==> src/rtl/issue_throttle_ctrl_if.sv <==
// Throttle/issue bus between the power monitor, the SM issue arbiter and
// the issue throttle controller. The controller connects through the
// slave modport; the driving side (monitor/arbiter model) uses master.
interface issue_throttle_ctrl_if #(
    parameter int CNT_W = 16
) ();
    logic             throttle_req;
    logic             emerg_req;
    logic             issue_req;
    logic             issue_grant;
    logic [3:0]       level;
    logic             throttling;
    logic             stat_clr;
    logic [CNT_W-1:0] stall_cnt;

    modport master (
        output throttle_req,
        output emerg_req,
        output issue_req,
        output stat_clr,
        input  issue_grant,
        input  level,
        input  throttling,
        input  stall_cnt
    );

    modport slave (
        input  throttle_req,
        input  emerg_req,
        input  issue_req,
        input  stat_clr,
        output issue_grant,
        output level,
        output throttling,
        output stall_cnt
    );
endinterface

==> src/rtl/issue_throttle_ctrl.sv <==
// Issue throttle controller: turns a binary throttle request into a ramped
// duty cycle that blocks the first `level` slots of every 16-slot frame.
// Level ramps up/down at bounded rates with a hold dwell to limit di/dt.
module issue_throttle_ctrl #(
    parameter int MAX_LEVEL   = 12,
    parameter int RAMP_UP_CYC = 4,
    parameter int HOLD_CYC    = 64,
    parameter int RAMP_DN_CYC = 16,
    parameter int CNT_W       = 16
) (
    input  logic                 clk,
    input  logic                 rst,
    issue_throttle_ctrl_if.slave bus
);
    typedef enum logic [1:0] {
        IDLE,
        RAMP_UP,
        HOLD,
        RAMP_DOWN
    } state_t;

    localparam logic [3:0] MAX_LVL = 4'(MAX_LEVEL);
    localparam logic [7:0] UP_LAST = 8'(RAMP_UP_CYC - 1);
    localparam logic [7:0] HD_LAST = 8'(HOLD_CYC - 1);
    localparam logic [7:0] DN_LAST = 8'(RAMP_DN_CYC - 1);

    state_t           state_q, state_d;
    logic [3:0]       level_q, level_d;
    logic [7:0]       timer_q, timer_d;
    logic [3:0]       slot_q;
    logic             throttling_q;
    logic [CNT_W-1:0] stall_q, stall_d;
    logic             allow;

    // Slot gating is combinational off registered slot/level.
    assign allow           = (slot_q >= level_q);
    assign bus.issue_grant = bus.issue_req & allow;
    assign bus.level       = level_q;
    assign bus.throttling  = throttling_q;
    assign bus.stall_cnt   = stall_q;

    // Next-state, level and timer; emergency overrides every state.
    always_comb begin
        state_d = state_q;
        level_d = level_q;
        timer_d = timer_q;
        if (bus.emerg_req) begin
            level_d = MAX_LVL;
            timer_d = '0;
            state_d = bus.throttle_req ? RAMP_UP : HOLD;
        end else begin
            unique case (state_q)
                IDLE: begin
                    if (bus.throttle_req) begin
                        state_d = RAMP_UP;
                        level_d = 4'd1;
                        timer_d = '0;
                    end
                end
                RAMP_UP: begin
                    if (!bus.throttle_req) begin
                        state_d = HOLD;
                        timer_d = '0;
                    end else if (timer_q == UP_LAST) begin
                        timer_d = '0;
                        if (level_q < MAX_LVL) level_d = level_q + 4'd1;
                    end else begin
                        timer_d = timer_q + 8'd1;
                    end
                end
                HOLD: begin
                    if (bus.throttle_req) begin
                        state_d = RAMP_UP;
                        timer_d = '0;
                    end else if (timer_q == HD_LAST) begin
                        state_d = RAMP_DOWN;
                        timer_d = '0;
                    end else begin
                        timer_d = timer_q + 8'd1;
                    end
                end
                RAMP_DOWN: begin
                    if (bus.throttle_req) begin
                        state_d = RAMP_UP;
                        timer_d = '0;
                    end else if (timer_q == DN_LAST) begin
                        timer_d = '0;
                        level_d = level_q - 4'd1;
                        if (level_q == 4'd1) state_d = IDLE;
                    end else begin
                        timer_d = timer_q + 8'd1;
                    end
                end
                default: begin
                    state_d = IDLE;
                    level_d = '0;
                    timer_d = '0;
                end
            endcase
        end
    end

    // Saturating stall counter; clear wins over increment.
    always_comb begin
        stall_d = stall_q;
        if (bus.stat_clr)
            stall_d = '0;
        else if (bus.issue_req && !allow && (stall_q != '1))
            stall_d = stall_q + 1'b1;
    end

    // State, level, slot and statistics registers.
    always_ff @(posedge clk) begin
        if (rst) begin
            state_q      <= IDLE;
            level_q      <= '0;
            timer_q      <= '0;
            slot_q       <= '0;
            throttling_q <= 1'b0;
            stall_q      <= '0;
        end else begin
            state_q      <= state_d;
            level_q      <= level_d;
            timer_q      <= timer_d;
            slot_q       <= slot_q + 4'd1;
            throttling_q <= (level_d != 4'd0);
            stall_q      <= stall_d;
        end
    end
endmodule

==> src/flat_wrapper.sv <==
// flat-port wrapper written by rule: the top's interface ports become plain ports
module issue_throttle_ctrl_flat 
#(
    parameter int MAX_LEVEL   = 12,
    parameter int RAMP_UP_CYC = 4,
    parameter int HOLD_CYC    = 64,
    parameter int RAMP_DN_CYC = 16,
    parameter int CNT_W       = 16
)
  (clk, rst, bus_throttle_req, bus_emerg_req, bus_issue_req, bus_stat_clr, bus_issue_grant, bus_level, bus_throttling, bus_stall_cnt);
  issue_throttle_ctrl_if #(.CNT_W(CNT_W)) bus_i ();
  input  logic clk;
  input  logic rst;
  input wire logic [$bits(bus_i.throttle_req)-1:0] bus_throttle_req;
  input wire logic [$bits(bus_i.emerg_req)-1:0] bus_emerg_req;
  input wire logic [$bits(bus_i.issue_req)-1:0] bus_issue_req;
  input wire logic [$bits(bus_i.stat_clr)-1:0] bus_stat_clr;
  output wire logic [$bits(bus_i.issue_grant)-1:0] bus_issue_grant;
  output wire logic [$bits(bus_i.level)-1:0] bus_level;
  output wire logic [$bits(bus_i.throttling)-1:0] bus_throttling;
  output wire logic [$bits(bus_i.stall_cnt)-1:0] bus_stall_cnt;
  assign bus_i.throttle_req = bus_throttle_req;
  assign bus_i.emerg_req = bus_emerg_req;
  assign bus_i.issue_req = bus_issue_req;
  assign bus_i.stat_clr = bus_stat_clr;
  assign bus_issue_grant = bus_i.issue_grant;
  assign bus_level = bus_i.level;
  assign bus_throttling = bus_i.throttling;
  assign bus_stall_cnt = bus_i.stall_cnt;
  issue_throttle_ctrl #(.MAX_LEVEL(MAX_LEVEL), .RAMP_UP_CYC(RAMP_UP_CYC), .HOLD_CYC(HOLD_CYC), .RAMP_DN_CYC(RAMP_DN_CYC), .CNT_W(CNT_W)) u_core (.clk(clk), .rst(rst), .bus(bus_i));
endmodule
==> config.mk <==
export PLATFORM = sky130hd
export DESIGN_NAME = issue_throttle_ctrl_flat
export DESIGN_NICKNAME = d
export VERILOG_FILES = /design/src/rtl/issue_throttle_ctrl_if.sv /design/src/rtl/issue_throttle_ctrl.sv /design/src/flat_wrapper.sv
export SDC_FILE = /design/constraint.sdc
export NUM_CORES = 1
export LEC_CHECK = 0
export CAP_MARGIN = 10
export CELL_PAD_IN_SITES_DETAIL_PLACEMENT = 1
export CELL_PAD_IN_SITES_GLOBAL_PLACEMENT = 2
export CORE_MARGIN = 1
export CORE_UTILIZATION = 35
export CTS_CLUSTER_SIZE = 24
export DETAILED_ROUTE_END_ITERATION = 10
export PLACE_DENSITY_LB_ADDON = 0.1
export SETUP_SLACK_MARGIN = 0.1
export SYNTH_ARGS = -nofsm -noshare
export SYNTH_HDL_FRONTEND = slang
export SYNTH_SLANG_ARGS = --single-unit
==> constraint.sdc <==
create_clock -name clk -period 3.2 [get_ports clk]
set_input_delay 0.64 -clock clk [delete_from_list [all_inputs] [get_ports clk]]
set_output_delay 0.64 -clock clk [all_outputs]
set_load 0.05 [all_outputs]
==> impl_metrics.py <==
metrics = {
    "power": {
        "ir_drop_uv": 221,
        "leakage_nw": 0.816,
        "power_uw": 917,
        "power.density_nw_per_um2": 370,
    },
    "yosys": {
        "synthXorXnorAreaFrac_pct": 8.79,
        "synthDistinctLibCells": 53,
        "synth-simple-area-share_pct": 32.0,
        "synth_fa_ha_area_share_pct": 5.98,
        "synth-main-ff-cell": "dfxtp_1",
        "synth_area_sq_um": 2090,
        "yosysSeqAreaShare_pct": 33.5,
        "synth_edf_count": 0,
        "synthArstFlopShare_pct": 0,
        "ys.warnings.count": 0,
        "syn_nets": 269,
        "synth_top_family_by_area": "simple AND/OR/NAND/NOR gates",
        "synth_compound_area_share_pct": 14.0,
        "ys_ff_latch": 35,
        "syn_avg_cell_area_sq_um": 8.27,
        "muxShareOfSynthArea_pct": 0.538,
        "synthCells": 253,
    },
    "floorplan": {
        "fp.coreArea_sq_um": 5640,
        "ios": 28,
        "dieArea_sq_um": 6290,
        "fp.dieH_microns": 79.3,
        "initial_core_util_pct": 37.1,
        "rows": 27,
        "die_w_microns": 79.3,
    },
    "routing": {
        "vias_per_cell": 5.36,
        "wire_per_inst_microns": 14.7,
        "dr.pass1.iters": 4,
        "first_iter_violations": 51,
        "drcViolationCount": 0,
        "ant_nets": 0,
        "wl_microns": 5140,
        "num_vias": 1875,
    },
    "timing": {
        "rsz0062_at_grt": "no",
        "hold_viol_final": 0,
        "tns_ns": 0,
        "worst_slack_ns": 0.346,
        "setup_viol": 0,
        "max_freq_ghz": 0.350,
        "period_needed_ns": 2.85,
        "slew_viol_final": 0,
        "worst_pin_slew_ns": 1.06,
        "clock_skew_ns": 0.00514,
        "holdWs_ns": 0.476,
        "fin_crit_sh_pct": 89.2,
        "relSlewSlack_pct": 29.0,
    },
    "flow_run": {
        "max-cap-violations": 0,
    },
    "grt": {
        "antenna_found_initial": 0,
        "track_usage_pct": 17.9,
        "gr-total-overflow": 0,
        "grt_first_pass_wirelength_microns": 8850,
        "grt_start_max_net_pins": 17,
        "first_global_vias": 1851,
    },
    "clocking": {
        "cts-root-buf": "clkbuf_8",
        "clockBufferDepth": 2,
        "clk_pin_slew_worst_paths_ns": 0.07,
        "cts_buffers": 5,
        "htreeDepth": 2,
        "tritoncts": "built",
        "cts_sinks": 35,
        "cts_hold_buf": 0,
        "insertion_delay_ns": 0.29,
    },
    "place": {
        "dp_cells": 343,
        "place_ws_ns": 0.367,
        "routabilityCongestion": 0.802,
        "dp_hpwl_microns": 3790,
        "place_area_sq_um": 2390,
        "portBuffers": 27,
    },
    "final_layout": {
        "antennaDiodeCount": 0,
        "areaGrowthSynthToFinish_pct": 18.5,
        "fin_util_pct": 44.0,
        "fin_area_sq_um": 2480,
        "instances_no_fill": 350,
        "layout-drive-gt1-share_pct": 7.91,
        "fin_nets": 294,
    },
    "setup_path": {
        "cp.arrival_ns": 2.21,
        "crit_path_start_kind": "register",
        "critPathMaxFanout": 10,
        "path_class": "reg -> out",
        "end_kind": "primary output",
        "cp.required_ns": 2.56,
    },
    "hold_path": {
        "timing.hold.worst.class": "reg -> reg",
    },
    "outcome": {
        "outcome": "complete, no violations",
    },
}
## where the power goes
part / switching [mW] / total, mW / internal, mW
Sequential: 0.0153 / 0.461 / 0.446
Combinational: 0.0758 / 0.123 / 0.0473
Clock: 0.164 / 0.333 / 0.169
Total: 0.255 / 0.917 / 0.662
## logic make-up after synthesis
family / after synthesis
AO/OA/AOI/OAI: 43
AND/OR/NAND/NOR: 124
flip-flops: 35
multiplexers: 1
buffers and inverters: 19
XOR/XNOR: 21
adder cells (fa/ha/maj): 10
## synthesized netlist by cell type (3+ instances only)
| cell type | number | share of area, % |
|---|---|---|
| nand4_1 | 7 | 2.1 |
| and2_1 | 4 | 1.2 |
| clkbuf_1 | 4 | 0.72 |
| o31ai_1 | 5 | 1.8 |
| nand2b_1 | 5 | 1.5 |
| o21ai_0 | 9 | 2.2 |
| nand3_1 | 12 | 2.9 |
| and3_1 | 4 | 1.2 |
| nor2b_1 | 4 | 1.2 |
| a21oi_1 | 7 | 1.7 |
| xnor2_1 | 19 | 7.9 |
| inv_1 | 7 | 1.3 |
| ha_1 | 10 | 6.0 |
| nor3_1 | 10 | 2.4 |
| nor2_1 | 33 | 5.9 |
| nor4_1 | 6 | 1.8 |
| a31oi_1 | 4 | 1.2 |
| dfxtp_1 | 35 | 33 |
| a211oi_1 | 4 | 1.4 |
| nand3b_1 | 3 | 1.1 |
| nand2_1 | 19 | 3.4 |
## layout by cell type (no fill, tap or decap), types with 2 or more instances in the layout
cell	synthesis	routed
dfxtp_1	35	35
nor2_1	33	33
clkdlybuf4s50_1	0	26
nand2_1	19	19
xnor2_1	19	19
nand3_1	12	12
nor3_1	10	10
ha_1	10	10
o21ai_0	9	9
inv_1	7	7
nand4_1	7	7
a21oi_1	7	7
nor4_1	6	6
clkbuf_8	2	6
nand2b_1	5	5
o31ai_1	5	5
a211oi_1	4	4
nor2b_1	4	4
and3_1	4	4
and2_1	4	4
a31oi_1	4	4
nand3b_1	3	3
buf_4	2	3
or2_2	2	2
and4_1	2	2
nor3b_1	2	2
or2b_2	2	2
xor2_1	2	2
o22ai_1	2	2
nor4b_1	2	2
## sequential cells by signal, summed over array words and instances (netlist names)
signal / flops
u_core.slot_q: 4
u_core.state_q: 2
u_core.bus.level: 4
u_core.timer_q: 8
u_core.bus.stall_cnt: 16
u_core.bus.throttling: 1
## metal layers
| layer | part of all wire [%] | vias to the layer above | global-route usage (%) |
|---|---|---|---|
| li1 | - | 951 | - |
| met1 | 50 | 890 | 23.6 |
| met2 | 45 | 29 | 29.0 |
| met3 | 3.4 | 5 | 3.56 |
| met4 | 1.3 | 0 | 6.00 |
| met5 | 0 | - | 0 |
## cell type report
type                            count  area [sq um]
Clock inverter                      1          5.00
Timing Repair Buffer               30           292
Sequential cell                    35           701
Clock buffer                        6          82.6
Fill cell                         685          3160
Tap cell                           72          90.1
Multi-Input combinational cell    199          1280
Inverter                            7          26.3
## worst max-delay path, stage by stage (launching register included)
cell and delay [ns]:
dfxtp_1 0.54, ha_1 0.29, nand2b_1 0.14, a211oi_1 0.30, nor2_1 0.09, o21a_1 0.16, dlygate4sd2_1 0.41
## what timing repair did
item / 4_1_cts / 5_1_grt
gates resized for setup: 1 / 0
buffers inserted: 0 / 0
endpoints found under the hold margin: 0 / 0
endpoints found under the setup margin: 1 / 0
## path summary, 6_finish.rpt
check / from / depth (start not counted) / slack, ns / endpoint
min: u_core.slot_q[0] / 1 / 0.48 / u_core.slot_q[0]
max reg2reg: u_core.bus.level[0] / 7 / 0.67 / u_core.bus.stall_cnt[8]
min reg2reg: u_core.slot_q[0] / 1 / 0.48 / u_core.slot_q[0]
max: u_core.bus.level[0] / 6 / 0.35 / bus_issue_grant
Note: power is estimated with default switching activity, not from simulation.
==> edit: new RTL, same settings <==
`CNT_W` is set to 16 in 3 places; all go to 12.
--- a/src/rtl/issue_throttle_ctrl_if.sv
+++ b/src/rtl/issue_throttle_ctrl_if.sv
@@ -2,7 +2,7 @@
 // the issue throttle controller. The controller connects through the
 // slave modport; the driving side (monitor/arbiter model) uses master.
 interface issue_throttle_ctrl_if #(
-    parameter int CNT_W = 16
+    parameter int CNT_W = 12
 ) ();
     logic             throttle_req;
     logic             emerg_req;
--- a/src/rtl/issue_throttle_ctrl.sv
+++ b/src/rtl/issue_throttle_ctrl.sv
@@ -6,7 +6,7 @@
     parameter int RAMP_UP_CYC = 4,
     parameter int HOLD_CYC    = 64,
     parameter int RAMP_DN_CYC = 16,
-    parameter int CNT_W       = 16
+    parameter int CNT_W       = 12
 ) (
     input  logic                 clk,
     input  logic                 rst,
--- a/src/flat_wrapper.sv
+++ b/src/flat_wrapper.sv
@@ -5,7 +5,7 @@
     parameter int RAMP_UP_CYC = 4,
     parameter int HOLD_CYC    = 64,
     parameter int RAMP_DN_CYC = 16,
-    parameter int CNT_W       = 16
+    parameter int CNT_W       = 12
 )
   (clk, rst, bus_throttle_req, bus_emerg_req, bus_issue_req, bus_stat_clr, bus_issue_grant, bus_level, bus_throttling, bus_stall_cnt);
   issue_throttle_ctrl_if #(.CNT_W(CNT_W)) bus_i ();
Interface: changed (resized bus_stall_cnt); port bits go from 28 to 24. No check against the original RTL was run, so the function may have changed too.
==> edit against the unedited design <==
Total power decreased by 5.9%. Synthesized area decreased by 7.6%. Cell area decreased by 6.6%. Sequential cell count decreased by 4. Setup slack improved by 200 ps. Sequential power decreased by 10%. Critical path depth decreased by 1. Synthesized cell count decreased by 7.1%. First-iteration DRC count increased to 2.6 times the old value. Die area decreased by 7.4%. Via count decreased by 1.1%. Clock skew about the same. Wire length increased by 1.1%. Largest power group unchanged.
==> edit: results (changes against the unedited design) <==
| Metric | Value |
|---|---|
| Status | `completed (unchanged)` |
| Clock skew | `5.57 ps (was 5.14 ps)` |
| LEAKAGE | `0.812 nW (was 0.816 nW)` |
| Comb power | `0.000141 W (was 0.000123 W)` |
| Seq/Total Area, Yosys | `0.321 (was 0.335)` |
| Grt met1 use | `0.271 (was 0.236)` |
| Net Count, Synth | `251 (was 269)` |
| Hold_sp | `u_core.slot_q[0] (unchanged)` |
| DR WL/cell | `15.9 um (was 14.7 um)` |
| Seq pwr share | `0.480 (was 0.502)` |
| WP data arrival | `2020 ps (was 2210 ps)` |
| Fillers | `619 (was 685)` |
| M1 WL | `2620 um (was 2570 um)` |
| Crit Path Max Fanout | `8 (was 10)` |
| Largest net degree at the start of global routing | `23 (was 17)` |
| Ratio of cells with drive above 1 in the final layout | `0.0973 (was 0.0791)` |
| IO buf count | `23 (was 27)` |
| Synth cell count leaders | `dfxtp_1 (31), a21oi_1 (19), nor2_1 (18) (was dfxtp_1 (35), nor2_1 (33), nand2_1 (19), xnor2_1 (19), nand3_1 (12))` |
| Met3 wire length | `142 um (was 174 um)` |
| Max FFs per register | `12 (was 16)` |
| DRT iter0 DRCs | `132 (was 51)` |
| Top cells by area, synth | `dfxtp_1 (32%), ha_1 (6.5%), a21oi_1 (4.9%) (was dfxtp_1 (33%), xnor2_1 (7.9%), ha_1 (6.0%))` |
| Total GRT Usage | `0.192 (was 0.179)` |
| Final GP Congestion | `0.818 (was 0.802)` |
| Placement Cell Area | `2230 sq um (was 2390 sq um)` |
| Reg-to-reg endpoint | `u_core.bus.stall_cnt[10] (was u_core.bus.stall_cnt[8])` |
| Switching Fraction | `0.301 (was 0.278)` |
| Psw | `0.000260 W (was 0.000255 W)` |
| Vias/cell | `5.67 (was 5.36)` |
| Number of global-route vias before repair | `1,760 (was 1,851)` |
| Met2 Usage GRT | `0.295 (was 0.290)` |
| Root Driver | `clkbuf_8 (unchanged)` |
| First-pass GRT wire length | `9000 um (was 8850 um)` |
| Worst setup path start | `u_core.bus.level[2] (was u_core.bus.level[0])` |
| Met2 WL | `2360 um (was 2330 um)` |
| Worst reg2reg setup slack | `760 ps (was 670 ps)` |
| Least-Margin Pin Slew | `722 ps (was 1060 ps)` |
| CP delay by family, top | `buffers and inverters (was flip-flops)` |
| Worst path max stage delay | `470 ps (was 540 ps)` |
| Met3 usage | `0.0359 (was 0.0356)` |
| NumNets Final | `272 (was 294)` |
| Area Growth Syn to Fin | `19.8% (was 18.5%)` |
edit: what timing repair did:
item                                   CTS  global route
resized for setup                        0             1
endpoints found under the hold margin    0             0
setup endpoints to repair                0             1
edit: logic make-up after synthesis:
family,after synthesis,share of synthesized area
DFF,31,0.321
AOI/OAI and AO/OA,68,0.246
xor gates and xnor gates,6,0.0272
muxes,4,0.0233
adders and majority gates,10,0.0647
and+or+nand+nor,93,0.271
buffers and inverters,23,0.0472
edit: layout make-up:
type,count,share of cell area
Clock buffer,6,0.0313
Clock inverter,2,0.00540
Inverter,11,0.0178
Multi-Input combinational cell,181,0.530
Sequential cell,31,0.268
Tap cell,70,0.0378
Timing Repair Buffer,26,0.110
edit: per-stage QoR:
step,worst slack [ps],cells,hold WS (ps)
3_5_place_dp,435,319,458
2_1_floorplan,528,235,430
3_3_place_gp,475,319,446
5_1_grt,384,327,496
6_report,543,327,462
4_1_cts,105,327,478
